$ cat src/rtl/hazard_controller_pkg.sv
// Shared control-bundle type passed from the decoder through the hazard controller into ID/EX.
package hazard_controller_pkg;

  typedef struct packed {
    logic       reg_write;
    logic       mem_read;
    logic       mem_write;
    logic       mem_to_reg;
    logic       branch;
    logic       jump;
    logic       alu_src;
    logic       reg_dst;
    logic [3:0] alu_op;
  } controls_s;

endpackage

$ cat src/rtl/hazard_controller.sv
// Pipeline-front hazard controller: forwards the decoded control bundle or injects bubbles for
// load-use stalls and taken-branch flushes, and counts injected bubbles.
module hazard_controller
  import hazard_controller_pkg::*;
#(
  parameter int unsigned LOAD_USE_STALL = 1,
  parameter int unsigned FLUSH_CYCLES   = 2,
  parameter int unsigned REG_W          = 5
) (
  input  logic             clk,
  input  logic             n_reset,
  input  controls_s        decoded_ctrl_i,
  input  logic             decoded_valid_i,
  input  logic [REG_W-1:0] rs_i,
  input  logic [REG_W-1:0] rt_i,
  input  logic             rs_used_i,
  input  logic             rt_used_i,
  input  logic             id_ex_mem_read_i,
  input  logic [REG_W-1:0] id_ex_dest_i,
  input  logic             branch_taken_i,
  output controls_s        newControl_o,
  output logic             stall_o,
  output logic             flush_o,
  output logic [7:0]       bubble_count_o
);

  typedef enum logic [1:0] {StRun, StStall, StFlush} state_e;

  localparam logic [3:0] StallExtra = 4'(LOAD_USE_STALL - 1);
  localparam logic [3:0] FlushExtra = 4'(FLUSH_CYCLES - 1);

  state_e     state_q, state_d;
  logic [3:0] remain_q, remain_d;
  logic [7:0] count_q, count_d;
  logic       hazard;

  assign hazard = decoded_valid_i && id_ex_mem_read_i && (id_ex_dest_i != '0) &&
                  ((rs_used_i && (rs_i == id_ex_dest_i)) || (rt_used_i && (rt_i == id_ex_dest_i)));

  always_comb begin
    state_d      = state_q;
    remain_d     = remain_q;
    newControl_o = '0;
    stall_o      = 1'b0;
    flush_o      = 1'b0;
    if (branch_taken_i) begin
      flush_o = 1'b1;
      if (FLUSH_CYCLES > 1) begin
        state_d  = StFlush;
        remain_d = FlushExtra;
      end else begin
        state_d  = StRun;
        remain_d = '0;
      end
    end else begin
      unique case (state_q)
        StRun: begin
          if (hazard) begin
            stall_o = 1'b1;
            if (LOAD_USE_STALL > 1) begin
              state_d  = StStall;
              remain_d = StallExtra;
            end
          end else if (decoded_valid_i) begin
            newControl_o = decoded_ctrl_i;
          end
        end
        StStall: begin
          stall_o  = 1'b1;
          remain_d = remain_q - 4'd1;
          if (remain_q == 4'd1) state_d = StRun;
        end
        StFlush: begin
          flush_o  = 1'b1;
          remain_d = remain_q - 4'd1;
          if (remain_q == 4'd1) state_d = StRun;
        end
        default: begin
          state_d  = StRun;
          remain_d = '0;
        end
      endcase
    end
    // Outputs are forced quiet for the whole time reset is held, whatever the inputs do.
    if (!n_reset) begin
      newControl_o = '0;
      stall_o      = 1'b0;
      flush_o      = 1'b0;
    end
  end

  always_comb begin
    count_d = count_q;
    if ((stall_o || flush_o) && (count_q != 8'hff)) count_d = count_q + 8'd1;
  end

  always_ff @(posedge clk or negedge n_reset) begin
    if (!n_reset) begin
      state_q  <= StRun;
      remain_q <= '0;
      count_q  <= '0;
    end else begin
      state_q  <= state_d;
      remain_q <= remain_d;
      count_q  <= count_d;
    end
  end

  assign bubble_count_o = count_q;

endmodule

$ cat config.mk
export PLATFORM = sky130hd
export DESIGN_NAME = hazard_controller
export DESIGN_NICKNAME = d
export VERILOG_FILES = /design/src/rtl/hazard_controller_pkg.sv /design/src/rtl/hazard_controller.sv
export SDC_FILE = /design/constraint.sdc
export NUM_CORES = 1
export LEC_CHECK = 0
export BUFFER_PORTS_ARGS = -buffer_cell sky130_fd_sc_hd__buf_2
export CAP_MARGIN = 20
export CORE_AREA = 2 2 51 53
export DETAILED_ROUTE_END_ITERATION = 10
export DIE_AREA = 0 0 53 55
export PLACE_DENSITY = 0.89
export SLEW_MARGIN = 20
export SYNTH_ARGS = -nofsm -noshare
export SYNTH_HDL_FRONTEND = slang
export SYNTH_SLANG_ARGS = --single-unit
$ cat constraint.sdc
create_clock -name clk -period 2.2 [get_ports clk]
set_input_delay 0.22 -clock clk [delete_from_list [all_inputs] [get_ports clk]]
set_output_delay 0.22 -clock clk [all_outputs]
set_load 0.02 [all_outputs]
# Word-level counts from Yosys, hierarchy flattened
# Cells that the tools add are included.
# totals
reg_bits,14
latch_bits,0
ram_bits,0
romBits,0
inputBits,34
out_inout_bits,22
word_cells,42
mem_count,0
# op_classes
n_addsub,2
multipliers,0
n_div,0
order_cmp,0
eq_ne,8
n_shift,0
muxes,17
bitwise_logic,0
reduce_logical,12
# ops
cell,count
$mux W12,5
$eq A5 B5 Y1,2
$add A8 B1 Y8 const B,1
$ne A8 B8 Y1 const B,1
$pmux W4 S2,1
$logic_and A1 B1 Y1,6
$mux W1,6
$reduce_bool A5 Y1,1
$eq A4 B1 Y1 const B,1
$mux W2,2
$mux W4,1
$pmux W2 S2,1
$sub A4 B1 Y4 const B,1
$ne A3 B1 Y1 const B,1
$eq A2 B1 Y1 const B,1
$eq A2 B2 Y1 const B,1
$logic_not A2 Y1,1
$logic_or A1 B1 Y1,2
$ne A2 B2 Y1 const B,1
$pmux W1 S2,1
$reduce_and A2 Y1,1
$reduce_or A2 Y1,1

# Logic depth before layout (Yosys ltp)
# logic_depth
word_depth,10
mapped_depth,6
mapped_depth_nobuf,6

# Worst setup path before layout
# Ideal clock, no wire load.
# synth_path
path_kind,flip-flop to output port
from,register state_q[1]
to,output port newControl_o[10] (netlist bit)
arrival_time_ps,1521
required_ps,1980
path_slack_ps,459
stages_incl_launch_ff,7
n_path_buf,3
cell_sequence,dfrtp_1 -> clkbuf_1 -> nor2_1 -> clkbuf_1 -> o2111a_2 -> buf_6 -> and2_4
# synth_rtl
item,line_no,rtl
start: declaration,hazard_controller.sv:32,"state_e state_q, state_d;"
start signal: assignment,hazard_controller.sv:99,state_q <= StRun;
start signal: assignment,hazard_controller.sv:103,state_q <= state_d;
end: declaration,hazard_controller.sv:21,"output controls_s newControl_o,"

==> metrics.cfg <==
[run_status]
status=finished, final reports clean

[logic_synthesis]
syn_area_sq_um=987.2
yosysUniqueCellTypes=33
synth-simple-area-share=0.2497
synthAdderAreaFrac=0.03802
synthMuxAreaShare=0.01141
syn_avg_cell_area_sq_um=10.62
synthesis.nets=130
synth_top_family_by_area=simple AND/OR/NAND/NOR gates
synth_seq_cells=13
postSynthCellCount=93
seq_area_frac_synth=0.3295
synth_xor_area_frac=0.1774
ys_warn_count=0
synth_compound_area_frac=0.1635

[critical_path]
worst-path-buf-inv=2
r2r-start=bubble_count_o[0]
crit_chain=buf_2 > xor2_1 > nor4_2 > a32oi_4 > o2111a_2 > and2_4 > buf_2
cpMaxStageDelayCell=nor4_2
cp_num_cells=7
r2r_cells=6
r2r_end=bubble_count_o[1]
cp_max_fo=12
setup.worst_path.start=id_ex_dest_i[4]
cp-end-kind=primary output
timing_worst_setup_path_type=in -> out
start_kind=primary input
max_stage_delay_ps=400
worstPathArrival_ps=1810
path_delay_family=simple AND/OR/NAND/NOR gates
r2r_setup_slack_ps=450
cp.required_ps=1980
worstSetupEndpoint=newControl_o[8]
crit_top_cell=buf_2

[die]
fp.dieH_um=55
initial_core_util=0.4175
die_area_sq_mm=0.002915
core_area_sq_mm=0.002365
ios=56
rows=18
dieWidth_um=53

[clock_tree]
cts_tree=built
ctsLongestPathBuffers=2
htree_levels=1
cts_root_buffer=clkbuf_4
cts.reportedPaths.clkPinSlew_ps=80
numClockSinks=13
clk-insertion-delay-late_ps=280
cts_resized=0
cts_made_buffers=3

[place]
io_buffers=55
dp_hpwl_um=1911
gp_congestion=0.8557

[global_routing]
gr-usage-all-layers=0.1664
grt-ovfl-total=0
grt_pass1_wl_um=3498
grt_pass1_vias=847
antenna_found_initial=0
grt_max_degree=15

[sta]
grt_setup_unrepaired=no
setup_viol=0
finalMaxSlewViolations=0
worst_slew_pin_slew_ps=362.3
hold_violations=0
skew_ps=7.161
max_freq_mhz=491.5
slew_headroom=0.7584
post-route-period-util=0.9248
setup-tns-final_ps=0
fin_crit_ps=2035

[power]
p_leak_uw=0.0006830
p_sw_frac=0.4388
power_density_mw_per_mm2=888.0
ir_worst_vdd_mv=0.6385
switching_power_uw=519.2
power_frac_comb=0.479
clockPowerShare=0.125
seq_power_share=0.396
intPower_uw=664.1

[route]
finalWirelength_um=2356
via_count=901
drt_iter0_markers=8
via_per_inst=4.951
wire_per_inst_um=12.95
drtAntennaViolNets=0
drc_errors=0
firstDrtPassIters=4

[min_path]
hold_depth=2
hold_class=in -> reg

[finish]
layout_common_cells=buf_2 (55), xor2_1 (14), dfrtp_1 (13), and2_4 (10), xnor2_1 (6)
nets=190
n_antenna_cell=0
layout-drive-gt1-share=0.5263
fin_util=0.5635
syn2layout_area_growth_pct=34.98
layout_commonest_cell=buf_2

[run]
max_cap_violations=0

## cell families after synthesis
kind of cell,count (synthesis)
simple gates,36
xor+xnor,20
compound gates,14
flops,13
buf+inv,6
fa+ha+maj,3
mux,1
## repair_timing
action | 4_1_cts | 5_1_grt
buffers inserted | 0 | 0
setup endpoints to repair | 0 | 0
hold endpoints to repair | 13 | 0
hold buffers | 1 | 0
## Yosys cell counts
cell type,number,area share
nor4_4,1,0.022
dfrtp_1,13,0.33
a211o_2,1,0.010
clkbuf_1,2,0.0076
o2111a_2,1,0.013
a211oi_1,4,0.030
nor4b_1,1,0.0089
and2_1,3,0.019
and3_1,1,0.0063
and2_4,10,0.089
nor2b_1,1,0.0063
nand4_1,2,0.013
a21o_4,1,0.015
a21o_2,1,0.0089
mux2_1,1,0.011
a32oi_4,1,0.028
buf_6,1,0.011
xor2_1,14,0.12
a2111oi_2,2,0.030
or4_1,1,0.0076
o211ai_2,1,0.013
nor4_2,1,0.013
ha_1,3,0.038
nand2_1,5,0.019
nand3_1,2,0.010
o31ai_1,1,0.0076
xnor2_1,6,0.053
inv_1,3,0.011
nand2b_1,1,0.0063
a21o_1,1,0.0076
and2_0,1,0.0063
nor2_1,5,0.019
nor3_1,1,0.0051
## routing by layer
layer | wire length (um) | track usage | vias up
li1 | - | - | 440
met5 | 0 | 0 | -
met3 | 251 | 0.02688 | 4
met1 | 924 | 0.1709 | 405
met2 | 1155 | 0.3229 | 52
met4 | 24 | 0.08974 | 0
## worst min path at each step
stage                    from                 to  slack (ps)
5_1_grt        branch_taken_i        remain_q[1]         170
4_1_cts        branch_taken_i        remain_q[1]         160
3_3_place_gp          n_reset        remain_q[0]         230
3_5_place_dp          n_reset  bubble_count_o[1]         230
6_report       branch_taken_i        remain_q[1]         170
2_1_floorplan         n_reset  bubble_count_o[0]         -80
## power by group through the flow
stage	Combinational, uW	Clock (uW)	Sequential [uW]
final	567	148	468
after global routing	631	163	488
after CTS	574	155	468
after detailed placement	568	0	472
after global placement	548	0	468
after floorplan	344	0	509
## per-stage QoR
| stage | cells | area [sq um] | worst slack (ps) | hold slack [ps] | power [uW] |
|---|---|---|---|---|---|
| after detailed placement | 177 | 1296 | 165.1 | 227.9 | 1039 |
| after CTS | 182 | 1333 | 152.7 | 157.6 | 1198 |
| after global routing | 182 | 1333 | 53.10 | 167.2 | 1281 |
| after floorplan | 93 | 987.2 | 459.2 | -75.59 | 852.5 |
| final | 182 | 1333 | 165.4 | 166.3 | 1183 |
| after global placement | 177 | 1296 | 225.2 | 225.3 | 1016 |
## flip-flops by register name, summed over array words and instances (netlist names)
name            flops
bubble_count_o      8
remain_q            4
state_q             1
## cell type report
type	instances	area, sq um
inverter	3	11.26
sequential	13	325.3
clock buffer	4	26.28
tap	30	37.54
multi-input combinational	74	631.9
timing repair buffer	58	300.3
fill	197	1032
Note: power is estimated with default switching activity, not from simulation.
